## src/rtl/fetch_if_id_stage.sv

```systemverilog
// fetch_if_id_stage
// Instruction-fetch stage plus IF/ID pipeline register feeding the decode
// controller. The stage owns the PC and keeps at most one request in flight
// to a variable-latency instruction memory.
//
// The fetched instruction lands in IF/ID together with its PC. If decode is
// stalled when the response arrives, the instruction is parked in a one-entry
// skid buffer.
//
// A taken branch from EX (redirect) flushes IF/ID and reloads the PC. If a
// request is still in flight when the redirect arrives, its response is
// dropped.
//
// Memory handshake: imem_req is a one-cycle strobe asserted while the FSM is in
// ISSUE, and imem_addr carries the PC register. The memory answers with exactly
// one imem_rvalid pulse, at the earliest in the cycle after imem_req.
// imem_rdata is meaningful only while imem_rvalid is high. No further request
// is issued until that pulse has been seen. A pulse arriving in BOOT, ISSUE or
// HOLD is a protocol violation and is ignored.
//
// dbg_state exposes the FSM state with the encoding
// BOOT=0, ISSUE=1, WAIT=2, DROP=3, HOLD=4.

module fetch_if_id_stage #(
    parameter int              PC_W     = 9,
    parameter int              INS_W    = 32,
    parameter logic [PC_W-1:0] RESET_PC = '0
) (
    input  logic             clk,
    input  logic             reset,
    input  logic             stall,
    input  logic             redirect,
    input  logic [PC_W-1:0]  redirect_pc,
    output logic             imem_req,
    output logic [PC_W-1:0]  imem_addr,
    input  logic             imem_rvalid,
    input  logic [INS_W-1:0] imem_rdata,
    output logic             ifid_valid,
    output logic [PC_W-1:0]  ifid_pc,
    output logic [INS_W-1:0] ifid_instr,
    output logic [6:0]       ifid_opcode,
    output logic [2:0]       dbg_state
);

    // FSM encoding (kept stable: dbg_state reports these values)
    localparam logic [2:0] S_BOOT  = 3'd0;
    localparam logic [2:0] S_ISSUE = 3'd1;
    localparam logic [2:0] S_WAIT  = 3'd2;
    localparam logic [2:0] S_DROP  = 3'd3;
    localparam logic [2:0] S_HOLD  = 3'd4;

    // addi x0,x0,0 -- what IF/ID shows whenever it holds no real instruction
    localparam logic [INS_W-1:0] NOP_INSTR = INS_W'(32'h0000_0013);
    localparam logic [PC_W-1:0]  PC_STEP   = PC_W'(4);
    localparam logic [PC_W-1:0]  PC_ALIGN  = ~PC_W'(3);

    // ------------------------------------------------------------------
    // State registers
    // ------------------------------------------------------------------
    logic [2:0]       state_q, state_d;
    logic [PC_W-1:0]  pc_q, pc_d;

    logic             ifid_valid_q, ifid_valid_d;
    logic [PC_W-1:0]  ifid_pc_q, ifid_pc_d;
    logic [INS_W-1:0] ifid_instr_q, ifid_instr_d;

    logic [PC_W-1:0]  skid_pc_q, skid_pc_d;
    logic [INS_W-1:0] skid_instr_q, skid_instr_d;

    // ------------------------------------------------------------------
    // Helper signals
    // ------------------------------------------------------------------
    logic [PC_W-1:0]  target_pc;    // redirect target with bits [1:0] forced to 0
    logic [PC_W-1:0]  pc_next_seq;  // pc + 4, wraps modulo 2^PC_W
    logic             deliver;      // an instruction enters IF/ID this cycle
    logic [PC_W-1:0]  deliver_pc;
    logic [INS_W-1:0] deliver_instr;

    assign target_pc   = redirect_pc & PC_ALIGN;
    assign pc_next_seq = pc_q + PC_STEP;

    // FSM: next state, PC, skid buffer, and what (if anything) reaches IF/ID
    always_comb begin
        state_d       = state_q;
        pc_d          = pc_q;
        skid_pc_d     = skid_pc_q;
        skid_instr_d  = skid_instr_q;
        deliver       = 1'b0;
        deliver_pc    = pc_q;
        deliver_instr = imem_rdata;

        case (state_q)
            S_BOOT: begin
                // One idle cycle after reset; a branch here still retargets the PC
                state_d = S_ISSUE;
                if (redirect) begin
                    pc_d = target_pc;
                end
            end

            S_ISSUE: begin
                // The request leaves this cycle whatever else happens
                if (redirect) begin
                    pc_d    = target_pc;
                    state_d = S_DROP;
                end else begin
                    state_d = S_WAIT;
                end
            end

            S_WAIT: begin
                if (redirect) begin
                    // Response (if any) belongs to the wrong path
                    pc_d    = target_pc;
                    state_d = imem_rvalid ? S_ISSUE : S_DROP;
                end else if (imem_rvalid) begin
                    pc_d = pc_next_seq;
                    if (stall) begin
                        skid_pc_d    = pc_q;
                        skid_instr_d = imem_rdata;
                        state_d      = S_HOLD;
                    end else begin
                        deliver       = 1'b1;
                        deliver_pc    = pc_q;
                        deliver_instr = imem_rdata;
                        state_d       = S_ISSUE;
                    end
                end
            end

            S_DROP: begin
                // Waiting out a stale response; later redirects only move the PC
                if (redirect) begin
                    pc_d = target_pc;
                end
                if (imem_rvalid) begin
                    state_d = S_ISSUE;
                end
            end

            S_HOLD: begin
                if (redirect) begin
                    skid_pc_d    = '0;
                    skid_instr_d = NOP_INSTR;
                    pc_d         = target_pc;
                    state_d      = S_ISSUE;
                end else if (!stall) begin
                    deliver       = 1'b1;
                    deliver_pc    = skid_pc_q;
                    deliver_instr = skid_instr_q;
                    state_d       = S_ISSUE;
                end
            end

            default: begin
                state_d = S_BOOT;
            end
        endcase
    end

    // IF/ID register: flush beats stall, stall holds, otherwise load or bubble
    always_comb begin
        ifid_valid_d = ifid_valid_q;
        ifid_pc_d    = ifid_pc_q;
        ifid_instr_d = ifid_instr_q;

        if (redirect) begin
            ifid_valid_d = 1'b0;
            ifid_instr_d = NOP_INSTR;
        end else if (stall) begin
            ifid_valid_d = ifid_valid_q;
        end else if (deliver) begin
            ifid_valid_d = 1'b1;
            ifid_pc_d    = deliver_pc;
            ifid_instr_d = deliver_instr;
        end else begin
            ifid_valid_d = 1'b0;
            ifid_instr_d = NOP_INSTR;
        end
    end

    // Register update with synchronous reset taking priority
    always_ff @(posedge clk) begin
        if (reset) begin
            state_q      <= S_BOOT;
            pc_q         <= RESET_PC;
            ifid_valid_q <= 1'b0;
            ifid_pc_q    <= '0;
            ifid_instr_q <= NOP_INSTR;
            skid_pc_q    <= '0;
            skid_instr_q <= NOP_INSTR;
        end else begin
            state_q      <= state_d;
            pc_q         <= pc_d;
            ifid_valid_q <= ifid_valid_d;
            ifid_pc_q    <= ifid_pc_d;
            ifid_instr_q <= ifid_instr_d;
            skid_pc_q    <= skid_pc_d;
            skid_instr_q <= skid_instr_d;
        end
    end

    // Outputs come straight from registers
    assign imem_req    = (state_q == S_ISSUE);
    assign imem_addr   = pc_q;
    assign ifid_valid  = ifid_valid_q;
    assign ifid_pc     = ifid_pc_q;
    assign ifid_instr  = ifid_instr_q;
    assign ifid_opcode = ifid_instr_q[6:0];
    assign dbg_state   = state_q;

endmodule
```

## config.mk

```make
export PLATFORM = sky130hd
export DESIGN_NAME = fetch_if_id_stage
export DESIGN_NICKNAME = d
export VERILOG_FILES = /design/src/rtl/fetch_if_id_stage.sv
export SDC_FILE = /design/constraint.sdc
export NUM_CORES = 1
export LEC_CHECK = 0
export CORE_ASPECT_RATIO = 0.6
export CORE_MARGIN = 2
export CORE_UTILIZATION = 45
export CTS_CLUSTER_DIAMETER = 60
export CTS_CLUSTER_SIZE = 28
export DETAILED_ROUTE_END_ITERATION = 12
export PLACE_DENSITY = 0.75
export REMOVE_ABC_BUFFERS = 1
export SYNTH_ARGS = -nofsm -noshare
export SYNTH_HDL_FRONTEND = slang
export SYNTH_SLANG_ARGS = --single-unit
```

## constraint.sdc

```tcl
create_clock -name clk -period 3.7 [get_ports clk]
set_input_delay 0.74 -clock clk [delete_from_list [all_inputs] [get_ports clk]]
set_output_delay 0.74 -clock clk [all_outputs]
set_load 0.05 [all_outputs]
```

==> summary.md <==
| Metric | Value |
|---|---|
| Grt ovf | 0 |
| Worst relative slew slack | 40.2% |
| Maximum VDD drop | 0.000250 V |
| Vias in the first global route | 3838 |
| Post-Syn Area per Cell | 7.99 um2 |
| Initial DRC Count | approximately 370 |
| First-pass GRT wire length | 18200 um |
| Layout cells sized above 1 | 4.91% |
| CP arrival | 2210 ps |
| Worst Hold Launch | ifid_valid |
| Post-Synth Simple-Gate Area | 21.4% |
| Worst setup EP type | primary output |
| Worst Hold Class | reg2reg |
| Tot Pwr | 2.26 mW |
| Post-CTS sizing | 0 |
| RR Endpoint | ifid_instr[29] |
| Filler cell count | 810 |
| Hold path cells | 2 |
| Measured slew at the worst slew-check pin | around 900 ps |
| Fmax achieved | 0.339 GHz |
| Worst reg2reg path depth | 6 |
| Post-Syn Instances | between 500 and 600 |
| # IOs | 108 |
| Setup-failing EPs final | 0 |
| Clock latency on the worst-skew pair | 340 ps |
| Nets | 634 |
| Synthesized flop and latch total | roughly 90 |
| CP delay by family, top | buffers and inverters |
| Initial antenna violation count | 0 |
| Die height | just under 80 um |
| Cts hold-fix bufs | 0 |
| Post-DP HPWL | 7290 um |
| RSZ-0062 raised after global routing | false |
| Vias per inst | between 5 and 6 |
| Worst R2R Start | dbg_state[0] |
| Synthesis-to-finish area growth | 29.8% |
| Combinational family with the most area after synthesis | compound AO/OA/AOI/OAI gates |
| Initial Util | between 40 and 50% |
| Max cap viols | 0 |
| Placeable core region | 9090 um2 |
| Leak | 1.79 nW |
| Num CTS Buffers | 9 |
| Antenna Cells | 0 |
| Final GP Congestion | slightly below 0.9 |
| Skew final | 5.30 ps |
| Slew Viols, Final | 0 |
| # Post-CTS Setup Buffers | 0 |
| Xor and xnor area share after synthesis | 0% |
| R2R Setup Slk | roughly 1100 ps |
| Kind of critical path | reg2out |
| Residual DRC | 0 |
| Drt first pass iters | 5 |
| Minimum clock period | between 2000 and 3000 ps |
| Bufs and invs on worst path | 1 |
| Die width | 128 um |
| Slowest cell on the critical path | clkdlybuf4s50_1 |
| Worst EP required | just under 3000 ps |
| Final worst path period share | 79.7% |
| Die ar. | 10100 um2 |
| Outcome | finished, final reports clean |
| Critical path, cell by cell | nand2b_1 > nor2_1 > clkdlybuf4s50_1 |
| WHS Endpoint | ifid_valid |
| Routed WL | around 11000 um |
| Yosys cell types | 42 |
| Overall global routing resource usage | 22.8% |
| Mapped Area | 4170 um2 |
| Synth Warn # | 0 |
| Crit path max fanout | 36 |
| Register area share after synthesis | a little over two fifths |
| Row cnt | 27 |
| Pin count of the biggest net entering global routing | 74 |
| CP max stage delay | 810 ps |
| Crit start category | flip-flop |
| Compound-Gate Fraction of Synth Area | 24.2% |
| Max Buffers Root-to-Sink | 2 |
| Final hold violations | 0 |
| # port buffers | around 100 |
| # clock sinks | roughly 90 |
| Clock transition at path regs | 60 ps |
| Cells after DPL | 692 |
| WL per Instance | roughly 16 um |
| Vias post-DR | between 3000 and 4000 |
| Pwr per Cell Area | approximately 420 nW/um2 |
| Final non-filler cell total | slightly above 700 |
| Clock Root Buffer | clkbuf_16 |
| Adder-Cell Fraction of Synth Area | 0.300% |
| Antenna-violating nets left | 0 |
| Mux contribution to synthesized area | 2.73% |
| CTS tree | yes |
| H-tree Lvls | 3 |
## final cells by class
class / instances / area (um2) / share of cell area, %
Tap cell: 116 / 145 / 2.68
Multi-Input combinational cell: 370 / 2040 / 37.7
Clock buffer: 13 / 250 / 4.62
Sequential cell: 91 / 1820 / 33.7
Timing Repair Buffer: 109 / 1070 / 19.8
Clock inverter: 2 / 60.1 / 1.11
Inverter: 6 / 22.5 / 0.416
## cells by family (layout without fill, tap and decap cells)
logic type,after synthesis,after routing
and+or+nand+nor,188,188
AOI/OAI and AO/OA,168,168
DFF,91,91
buffers and inverters,62,130
muxes,11,11
adders and majority gates,1,1
other,1,2
## sequential cells by signal, summed over array words and instances, names as in the netlist
name / count
ifid_pc: 8
skid_pc_q: 8
ifid_valid: 1
skid_instr_q: 32
imem_addr: 7
ifid_instr: 32
dbg_state: 3
## worst max-delay path by stage
stage,startpoint,end,slack [ps],depth (start not counted)
6_report,dbg_state[0],imem_req,750,3
4_1_cts,dbg_state[0],imem_req,740,3
2_1_floorplan,dbg_state[0],ifid_instr[0],-100,4
5_1_grt,dbg_state[0],imem_req,630,3
3_3_place_gp,redirect,skid_instr_q[19],870,4
3_5_place_dp,redirect,skid_pc_q[6],780,4
## routing by layer
metal | track usage, % | wire (um) | up-vias | share of wire [%]
li1 | - | - | 1934 | -
met1 | 31.8 | 5750 | 1850 | 51
met2 | 34.1 | 4620 | 151 | 41
met3 | 6.61 | 831 | 11 | 7.3
met4 | 6.70 | 130 | 0 | 1.1
met5 | 0 | 0 | - | 0
## synth_stat cells (all sizes together)
cell type  number  area share [%]
a221o           1            0.24
o22ai           3            0.45
a31oi           3            0.45
nor3b           2            0.63
o41a            3             1.1
a311oi          7             1.5
a21oi          71             8.5
nor4bb          1            0.60
nor2           19             1.8
nand4           1            0.15
nor3            5            0.60
ha              1            0.30
a211oi          3            0.54
nor2b           4            0.60
mux2            3            0.81
inv             6            0.54
clkbuf         31             2.8
buf            25             4.2
or3b            1            0.21
a21o           29             5.2
a211o           1            0.21
dfxtp          91              44
or2             2            0.30
or3            37             5.6
a2111oi         1            0.21
conb            1           0.090
nand2b          3            0.45
nand3           2            0.24
nand2         108             9.7
o32ai           3            0.63
o21ai          42             5.0
nand3b          3            0.54
o21a            1            0.18
mux2i           8             1.9
## placed cells by master (no fill, tap or decap), types with 4 or more instances in the layout
cell,Yosys,final
mux2i_1,8,8
a21o_1,29,29
inv_1,5,5
nor3_1,5,5
a21oi_1,71,71
a311oi_1,7,7
dfxtp_1,91,90
clkbuf_16,0,9
nor2b_1,4,4
buf_4,11,6
nor2_1,17,17
nand2_1,108,108
or3_1,37,37
clkdlybuf4s50_1,0,102
o21ai_0,41,41
## per-stage QoR
step / utilization (%) / setup TNS (ps) / worst slack (ps) / hold WS, ps / cell area [um2]
2_1_floorplan: - / -1900 / -103 / 437 / 3880
3_3_place_gp: 56.1 / 0 / 870 / 450 / 5100
3_5_place_dp: 56.1 / 0 / 783 / 455 / 5100
4_1_cts: 59.6 / 0 / 743 / 465 / 5410
5_1_grt: 59.6 / 0 / 626 / 481 / 5410
6_report: 59.6 / 0 / 750 / 466 / 5410
## worst register-to-register path: stages, from the launching register on
cell      delay (ps)
dfxtp_2          760
buf_4            500
nor4bb_4         140
o21ai_2          410
buf_4            400
a21o_1           150
a21oi_1           70
## power breakdown
part           leakage (nW)  switching [mW]  internal (mW)
combinational         0.904           0.159          0.101
clock                 0.150           0.363          0.607
sequential            0.736          0.0286          0.997
total                  1.79           0.551           1.71
No activity file was read; power rests on OpenSTA's default activity.
